## src/rtl/mips_pkg.sv

```systemverilog
// Shared widths and ALU operation codes for the MIPS execution datapath.
package mips_pkg;

  localparam int DATA_W = 32;
  localparam int REG_AW = 5;
  localparam int NREGS  = 1 << REG_AW;

  localparam logic [2:0] ALU_ADD = 3'd0;
  localparam logic [2:0] ALU_SUB = 3'd1;
  localparam logic [2:0] ALU_AND = 3'd2;
  localparam logic [2:0] ALU_OR  = 3'd3;
  localparam logic [2:0] ALU_SLL = 3'd4;
  localparam logic [2:0] ALU_SRL = 3'd5;
  localparam logic [2:0] ALU_NOR = 3'd6;
  localparam logic [2:0] ALU_SLT = 3'd7;

endpackage

```

## src/rtl/mips_alu.sv

```systemverilog
// Combinational 32-bit MIPS integer ALU; shifts take their distance from shamt
// and operate on operand B only.
module mips_alu
  import mips_pkg::*;
#(
  parameter int W = DATA_W
) (
  input  logic [W-1:0] i_a,
  input  logic [W-1:0] i_b,
  input  logic [2:0]   i_op,
  input  logic [4:0]   i_shamt,
  output logic [W-1:0] o_y,
  output logic         o_zero
);

  logic w_lt;

  assign w_lt = $signed(i_a) < $signed(i_b);

  always_comb begin
    o_y = '0;
    case (i_op)
      ALU_ADD: o_y = i_a + i_b;
      ALU_SUB: o_y = i_a - i_b;
      ALU_AND: o_y = i_a & i_b;
      ALU_OR:  o_y = i_a | i_b;
      ALU_SLL: o_y = i_b << i_shamt;
      ALU_SRL: o_y = i_b >> i_shamt;
      ALU_NOR: o_y = ~(i_a | i_b);
      ALU_SLT: o_y = {{(W-1){1'b0}}, w_lt};
      default: o_y = '0;
    endcase
  end

  assign o_zero = (o_y == '0);

endmodule

```

## src/rtl/mips_alu_regfile.sv

```systemverilog
// Execution-datapath core: 32x32 register file with write-first bypass on both
// read ports, alongside the standalone combinational ALU.
module mips_alu_regfile
  import mips_pkg::*;
#(
  parameter int DATA_W = mips_pkg::DATA_W,
  parameter int NREGS  = mips_pkg::NREGS
) (
  input  logic              clk,
  input  logic              rst_n,
  input  logic [4:0]        rs_addr,
  input  logic [4:0]        rt_addr,
  input  logic [4:0]        wr_addr,
  input  logic [DATA_W-1:0] wr_data,
  input  logic              wr_en,
  output logic [DATA_W-1:0] rd_data1,
  output logic [DATA_W-1:0] rd_data2,
  input  logic [DATA_W-1:0] alu_a,
  input  logic [DATA_W-1:0] alu_b,
  input  logic [2:0]        alu_op,
  input  logic [4:0]        shamt,
  output logic [DATA_W-1:0] alu_out,
  output logic              zero
);

  logic [DATA_W-1:0] r_regs [NREGS];
  logic              w_wr_live;

  // Writes to r0 are dropped so the bypass never forwards into it either.
  assign w_wr_live = wr_en && (wr_addr != '0);

  always_ff @(posedge clk) begin
    if (!rst_n) begin
      for (int i = 0; i < NREGS; i++) begin
        r_regs[i] <= '0;
      end
    end else if (w_wr_live) begin
      r_regs[wr_addr] <= wr_data;
    end
  end

  always_comb begin
    rd_data1 = r_regs[rs_addr];
    if (rs_addr == '0)
      rd_data1 = '0;
    else if (w_wr_live && (wr_addr == rs_addr))
      rd_data1 = wr_data;
  end

  always_comb begin
    rd_data2 = r_regs[rt_addr];
    if (rt_addr == '0)
      rd_data2 = '0;
    else if (w_wr_live && (wr_addr == rt_addr))
      rd_data2 = wr_data;
  end

  mips_alu #(
    .W (DATA_W)
  ) u_alu (
    .i_a     (alu_a),
    .i_b     (alu_b),
    .i_op    (alu_op),
    .i_shamt (shamt),
    .o_y     (alu_out),
    .o_zero  (zero)
  );

endmodule

```

## config.mk

```make
export PLATFORM = sky130hd
export DESIGN_NAME = mips_alu_regfile
export DESIGN_NICKNAME = d
export VERILOG_FILES = /design/src/rtl/mips_pkg.sv /design/src/rtl/mips_alu.sv /design/src/rtl/mips_alu_regfile.sv
export SDC_FILE = /design/constraint.sdc
export NUM_CORES = 2
export LEC_CHECK = 0
export CORE_UTILIZATION = 60
export DETAILED_ROUTE_END_ITERATION = 10
export MAX_ROUTING_LAYER = met4
export PLACE_DENSITY = 0.78
export SYNTH_ARGS = -nofsm -noshare
export SYNTH_HDL_FRONTEND = slang
export SYNTH_SLANG_ARGS = --single-unit
```

## constraint.sdc

```tcl
create_clock -name clk -period 10.6 [get_ports clk]
set_input_delay 3.18 -clock clk [delete_from_list [all_inputs] [get_ports clk]]
set_output_delay 3.18 -clock clk [all_outputs]
set_load 0.1 [all_outputs]
```

=== Word level (Yosys, flattened, before mapping) ===
Memories as Yosys holds them, arrays and structs flattened.
Cells that the tools add are included.

* Bits in registers: 0
* Memory bits (writable): 1024
* Input port bits: 122
* Output and inout port bits: 97
* Word-level logic and storage cells: 39
* Memories kept: 1

* Add/subtract/negate cells: 2
* Magnitude comparators: 1
* Equality and inequality tests: 9
* Shifts and indexed selects: 2
* Muxes and demuxes: 12
* Bitwise gates (word level): 3
* Reduce and logical (&&, ||, !) cells: 9

{| class="wikitable"
|+ Memories
! name !! depth !! bits a word !! rd ports !! clocked after Yosys merged registers in !! write ports !! RTL line !! source
|-
| r_regs || 32 || 32 || 2 || 0 || 32 || mips_alu_regfile.sv:26 || <nowiki>logic [DATA_W-1:0] r_regs [NREGS];</nowiki>
|}

{| class="wikitable"
|+ Operators with widths
! kind !! count
|-
| $pmux W32 S8 || 1
|-
| $mux W32 || 5
|-
| $add A32 B32 Y32 || 1
|-
| $and A32 B32 Y32 || 1
|-
| $logic_not A32 Y1 || 1
|-
| $lt A32 B32 Y1 || 1
|-
| $not A32 Y32 || 1
|-
| $or A32 B32 Y32 || 1
|-
| $reduce_or A32 Y1 || 1
|-
| $shl A32 B5 Y32 || 1
|-
| $shr A32 B5 Y32 || 1
|-
| $sub A32 B32 Y32 || 1
|-
| $eq A3 B3 Y1 const B || 4
|-
| $eq A5 B5 Y1 || 2
|-
| $logic_not A5 Y1 || 2
|-
| $eq A3 B2 Y1 const B || 2
|-
| $mux W1 || 5
|-
| $mux W5 || 1
|-
| $reduce_bool A5 Y1 || 1
|-
| $eq A3 B1 Y1 const B || 1
|-
| $logic_and A1 B1 Y1 || 3
|-
| $logic_not A3 Y1 || 1
|}

=== Longest topological paths before layout ===
* Word-level depth: 7
* Gate-level depth with buffers: 16
* Gate-level depth less buffers: 14

=== By module ===
Synthesis repeated with hierarchy kept, for this count alone.

* Cell total of the unflattened synthesis: 5263
* Area total of the unflattened synthesis: 65290.1 um^2

{| class="wikitable"
|+ By module, submodules not included
! module !! times used !! cells an instance !! area an instance (um^2) !! seq. area each (um^2)
|-
| mips_alu_regfile || 1 || 3928 || 55647.1 || 30749.5
|-
| mips_alu || 1 || 1335 || 9643.0 || 0.0
|}

=== Least setup slack after synthesis ===
No wires, ideal clock.

* Path kind: input to output
* From: in alu_b[7]
* To: out zero
* Data arrival time: 8.812 ns
* Data required time: 7.420 ns
* Slack: -1.392 ns
* Stages: 14
* Path buffers: 2
* Cells stage by stage: clkbuf_1 > inv_1 > ha_1 > buf_4 > or4_4 > a2111o_1 > a21o_1 > a2111oi_0 > nor3_1 > a22o_1 > o21ai_1 > o211ai_1 > nor4_1 > nor4b_2

* Elaborated cells on any way between the ends: 10
* Classes of those cells: 2 x add/sub; 1 x order compare; 2 x shift; 1 x mux; 3 x bitwise; 1 x reduce/logical

{| class="wikitable"
|+ RTL lines
! element !! RTL line !! source
|-
| start, declared || mips_alu_regfile.sv:19 || <nowiki>input logic [DATA_W-1:0] alu_b,</nowiki>
|-
| $sub A32 B32 Y32 (tied with other cells) || mips_alu.sv:24 || <nowiki>ALU_SUB: o_y = i_a - i_b;</nowiki>
|-
| $pmux W32 S8 * || mips_alu.sv:22 || <nowiki>case (i_op)</nowiki>
|-
| net alu_out[30] || mips_alu_regfile.sv:22 || <nowiki>output logic [DATA_W-1:0] alu_out,</nowiki>
|-
| $logic_not A32 Y1 * || mips_alu.sv:35 || <nowiki>assign o_zero = (o_y == '0);</nowiki>
|-
| end, declared || mips_alu_regfile.sv:23 || <nowiki>output logic zero</nowiki>
|}

The timed path passes the listed nets; every way through them passes the cells marked *.

=== Worst setup path in the final report ===
* From: in shamt[0]
* To: out zero

* Cells in the longest elaborated chain, start to end: 3
* Elaborated cells on any way between the ends: 4
* Classes of those cells: 2 x shift; 1 x mux; 1 x reduce/logical

{| class="wikitable"
|+ Ends and longest elaborated chain
! element !! RTL line !! source
|-
| start, declared || mips_alu_regfile.sv:21 || <nowiki>input logic [4:0] shamt,</nowiki>
|-
| $shr A32 B5 Y32 / $shl A32 B5 Y32 (equally long branches) || mips_alu.sv:28, mips_alu.sv:27 ||
|-
| $pmux W32 S8 * || mips_alu.sv:22 ||
|-
| $logic_not A32 Y1 * || mips_alu.sv:35 ||
|}

Mark *: on every way between the ends. The rest lies on a longest branch, timed or not.

==> flow_summary.rst <==
.. list-table::
   :header-rows: 1

   * - Metric
     - Value
   * - Leading area contributor after synthesis
     - sky130_fd_sc_hd__edfxtp_1
   * - Fraction of post-synthesis cell area in the top cell type by area
     - approximately 48%
   * - Post-synthesis async set-or-reset flop share
     - 0%
   * - Pins over their slew limit
     - 0
   * - Cell family with the largest share of critical-path delay
     - simple AND/OR/NAND/NOR gates
   * - Crit path max fanout
     - 7
   * - Average vias per placed instance
     - 7.39
   * - Initial antenna violation count
     - 31
   * - Starting density of the core
     - between 60% and 70%
   * - Count of max-cap constraint violations
     - 0
   * - Highest-delay cell along the critical path
     - sky130_fd_sc_hd__clkinv_1
   * - Final worst path period share
     - 99.5%
   * - Layout cells sized above 1
     - 31.5%
   * - Die area
     - 109000 sq um
   * - Post-synth EDFFs
     - 1024
   * - Bufs and invs on worst path
     - 7
   * - Total non-filler cell area in the finished layout
     - 75900 sq um
   * - Final Setup Violations
     - 0
   * - Total routed wirelength
     - approximately 250000 um
   * - Clock root buffer
     - sky130_fd_sc_hd__clkbuf_16
   * - Total GRT Usage
     - 47.6%
   * - Portion of total power attributed to sequential cells
     - 42.6%
   * - Achievable Freq
     - 94.8 MHz
   * - Leak Pwr
     - 27.3 nW
   * - Remaining global-route overflow
     - 0
   * - Worst vdd ir
     - approximately 0.00017 V
   * - Mean routed wirelength per cell
     - 37.5 um
   * - Crit-path cells
     - buf_2, clkinv_1, buf_4, buf_4, a21oi_1, a211oi_1, nor3_1, nand4_1, nor4_2, buf_4, nand4b_1, nor4_4, nand4b_1, nor4b_2, buf_4, buf_12
   * - Hold WC Path Type
     - primary input to flip-flop
   * - Horizontal die dimension
     - 330 um
   * - Vertical extent of the die
     - 330 um
   * - Share of power burned in combinational logic
     - 25.2%
   * - Final routed DRC violation total
     - 0
   * - Minimum hold slack
     - 3.17 ns
   * - Number of different library cells in the post-synthesis netlist
     - 94
   * - Critical path capture point type
     - output pin
   * - Post-DP Area
     - around 72000 sq um
   * - NumNets Final
     - 5361
   * - Routability congestion estimate from global placement
     - 1.07
   * - Synth area leaders
     - sky130_fd_sc_hd__edfxtp_1, sky130_fd_sc_hd__mux4_2, sky130_fd_sc_hd__and2_1, sky130_fd_sc_hd__mux2i_1, sky130_fd_sc_hd__clkbuf_1
   * - NetSw
     - around 0.0035 W
   * - Via count
     - about 50000
   * - Flip-flop and latch count after synthesis
     - 1024
   * - Final hold violations
     - 0
   * - Number of synthesis warnings
     - 0
   * - Number of detailed-route iterations in the first pass
     - 8
   * - Number of global-route vias before repair
     - approximately 48000
   * - Internal cell power
     - just under 0.008 W
   * - Slew of the pin with the lowest slew margin
     - 1.47 ns
   * - Largest registers ranked by flip-flop count
     - r_regs (1024)
   * - Critical path launch point type
     - primary input
   * - Area of the core
     - between 100000 and 150000 sq um
   * - Most numerous cell in the Yosys netlist
     - sky130_fd_sc_hd__edfxtp_1
   * - Placement Rows
     - 120
   * - Primary flip-flop cell chosen by synthesis mapping
     - sky130_fd_sc_hd__edfxtp_1
   * - Outcome
     - finished, final reports clean
   * - CTS tree
     - built
   * - Synth Cell Area
     - 64600 sq um
   * - Worst max-slew margin expressed relative to the limit
     - 1.90%
   * - Required time worst endpoint
     - 7.42 ns
   * - Global-route wire length before repair
     - 350000 um
   * - Area grow syn2layout
     - 17.4%
   * - Number of top-level pins
     - 219
   * - Number of port buffers
     - 218
   * - Flip-flop and latch area
     - a little over 30000 sq um
   * - Share of the yosys chip area belonging to registers
     - 47.6%
   * - Period minus WS final
     - ~11 ns
   * - Largest stage delay, worst path
     - between 0.4 and 0.5 ns
   * - Most frequent cells after synthesis
     - sky130_fd_sc_hd__edfxtp_1, sky130_fd_sc_hd__and2_1, sky130_fd_sc_hd__mux4_2
   * - Power per unit of standard cell area
     - 148 nW/um^2
   * - Bufs on Longest Clock Path
     - 3
   * - Most flop-heavy register
     - r_regs
   * - Gate count after technology mapping
     - 4826
   * - Proportion of power drawn by the clock network
     - 32.2%
   * - CP dominant cell by count
     - sky130_fd_sc_hd__buf_4
   * - Flip-flop count of the largest register after layout
     - a little over 1000
   * - Worst setup path category
     - primary input to output pin
   * - Clock net sink count
     - a little over 1000
   * - Cts-stage hold buffer count
     - 0
   * - Number of clock buffers inserted by TritonCTS
     - 104
   * - Total number of H-tree levels
     - 3
   * - HPWL reported at the end of detailed placement
     - 161000 um
   * - Worst EP arrival
     - roughly 7.4 ns
   * - CTS clk-pin slew, worst paths
     - around 0.060 ns
   * - Syn Area/Cell
     - 13.4 sq um
   * - Switching Share
     - 31.1%
   * - Multi-input gate area in the final layout
     - ~33000 sq um
   * - Maximum number of pins on one net before global-route repair
     - 112
   * - Iteration-0 DRC Markers
     - 8791
   * - Layout fillers
     - 7054
   * - Antenna-violating nets left
     - 0
## routing by layer
metal	GRT usage [%]	vias to the layer above	share of wire, %
met4	25.4	0	6.2
met2	66.5	4694	43
li1	-	19200	-
met3	15.8	997	16
met5	-	-	0
met1	61.7	24300	34
## area by class of cell
type / instances / share of cell area, %
Clock buffer: 127 / 3.60
Inverter: 104 / 0.523
Clock inverter: 68 / 0.752
Antenna cell: 30 / 0.0989
Multi-Input combinational cell: 3222 / 43.6
Sequential cell: 1024 / 40.5
Timing Repair Buffer: 685 / 8.58
Tap cell: 1403 / 2.31
## worst paths after layout
path,from,to,slack [ns],cells after the start
worst max-delay path,shamt[0],zero,0.05,16
worst min-delay path,rst_n,r_regs[6][31],3.17,2
## power groups by stage
stage | Sequential [W] | Clock [W] | Combinational (W)
floorplan | 0.00484 | 0 | 0.00168
global placement | 0.00484 | 0 | 0.00271
detailed placement | 0.00487 | 0 | 0.00271
CTS | 0.00479 | 0.00361 | 0.00274
global route | 0.00482 | 0.00377 | 0.00289
finish | 0.00480 | 0.00363 | 0.00284
## what timing repair did
item	in CTS	in global routing
buffers inserted	4	8
pin swaps	17	33
setup endpoints to repair	1	1
endpoints found under the hold margin	0	0
gates resized for setup	51	108
## cell families after synthesis
| kind of cell | count (synthesis) | share of synthesized area, % |
|---|---|---|
| simple gates | 1584 | 14.0 |
| flops | 1024 | 47.6 |
| mux | 851 | 25.8 |
| xor+xnor | 31 | 0.420 |
| buf+inv | 611 | 3.71 |
| fa+ha+maj | 98 | 1.92 |
| compound gates | 626 | 6.62 |
| other cells | 1 | 0.00580 |
## cells in the final DEF (no fill, tap or decap), types with 11 or more instances in the layout
cell type | synthesis | layout
sky130_fd_sc_hd__a211oi_2 | 0 | 67
sky130_fd_sc_hd__xnor2_1 | 20 | 20
sky130_fd_sc_hd__o21ai_4 | 0 | 31
sky130_fd_sc_hd__nor3_1 | 35 | 32
sky130_fd_sc_hd__o211ai_1 | 29 | 29
sky130_fd_sc_hd__nor2b_1 | 38 | 37
sky130_fd_sc_hd__nor2_1 | 241 | 202
sky130_fd_sc_hd__nand2b_1 | 19 | 17
sky130_fd_sc_hd__diode_2 | 0 | 30
sky130_fd_sc_hd__nand4_1 | 15 | 15
sky130_fd_sc_hd__nor2_4 | 0 | 36
sky130_fd_sc_hd__buf_12 | 0 | 81
sky130_fd_sc_hd__a21oi_1 | 137 | 133
sky130_fd_sc_hd__mux2i_1 | 188 | 181
sky130_fd_sc_hd__clkdlybuf4s50_1 | 0 | 68
sky130_fd_sc_hd__dlymetal6s2s_1 | 0 | 24
sky130_fd_sc_hd__buf_4 | 9 | 481
sky130_fd_sc_hd__o21ai_0 | 105 | 65
sky130_fd_sc_hd__xor2_1 | 11 | 11
sky130_fd_sc_hd__ha_4 | 0 | 14
sky130_fd_sc_hd__inv_1 | 100 | 86
sky130_fd_sc_hd__edfxtp_1 | 1024 | 1024
sky130_fd_sc_hd__ha_1 | 96 | 72
sky130_fd_sc_hd__clkbuf_16 | 0 | 106
sky130_fd_sc_hd__inv_2 | 2 | 15
sky130_fd_sc_hd__o221ai_1 | 26 | 25
sky130_fd_sc_hd__and2_1 | 1008 | 1008
sky130_fd_sc_hd__a31oi_1 | 19 | 17
sky130_fd_sc_hd__mux2_2 | 13 | 13
sky130_fd_sc_hd__mux4_2 | 650 | 650
sky130_fd_sc_hd__clkinv_1 | 2 | 31
sky130_fd_sc_hd__o22ai_1 | 25 | 25
sky130_fd_sc_hd__clkinv_2 | 0 | 23
sky130_fd_sc_hd__a211oi_1 | 131 | 64
sky130_fd_sc_hd__conb_1 | 1 | 32
sky130_fd_sc_hd__clkbuf_1 | 388 | 21
sky130_fd_sc_hd__a22oi_1 | 14 | 14
sky130_fd_sc_hd__nand3_1 | 33 | 31
sky130_fd_sc_hd__nand2_1 | 125 | 124
## through the flow
step	setup slack, ns	setup TNS (ns)	total power [W]	utilization (%)	cells
floorplan	-1.05	-1.05	0.00652	-	4857
global placement	-0.407	-0.407	0.00755	67.3	6427
detailed placement	-0.365	-0.365	0.00759	67.3	6427
CTS	0.00181	0	0.0111	70.5	6626
global route	-0.0270	-0.0270	0.0115	71.0	6651
finish	0.0520	0	0.0113	71.0	6663
No activity file was read; power rests on OpenSTA's default activity.
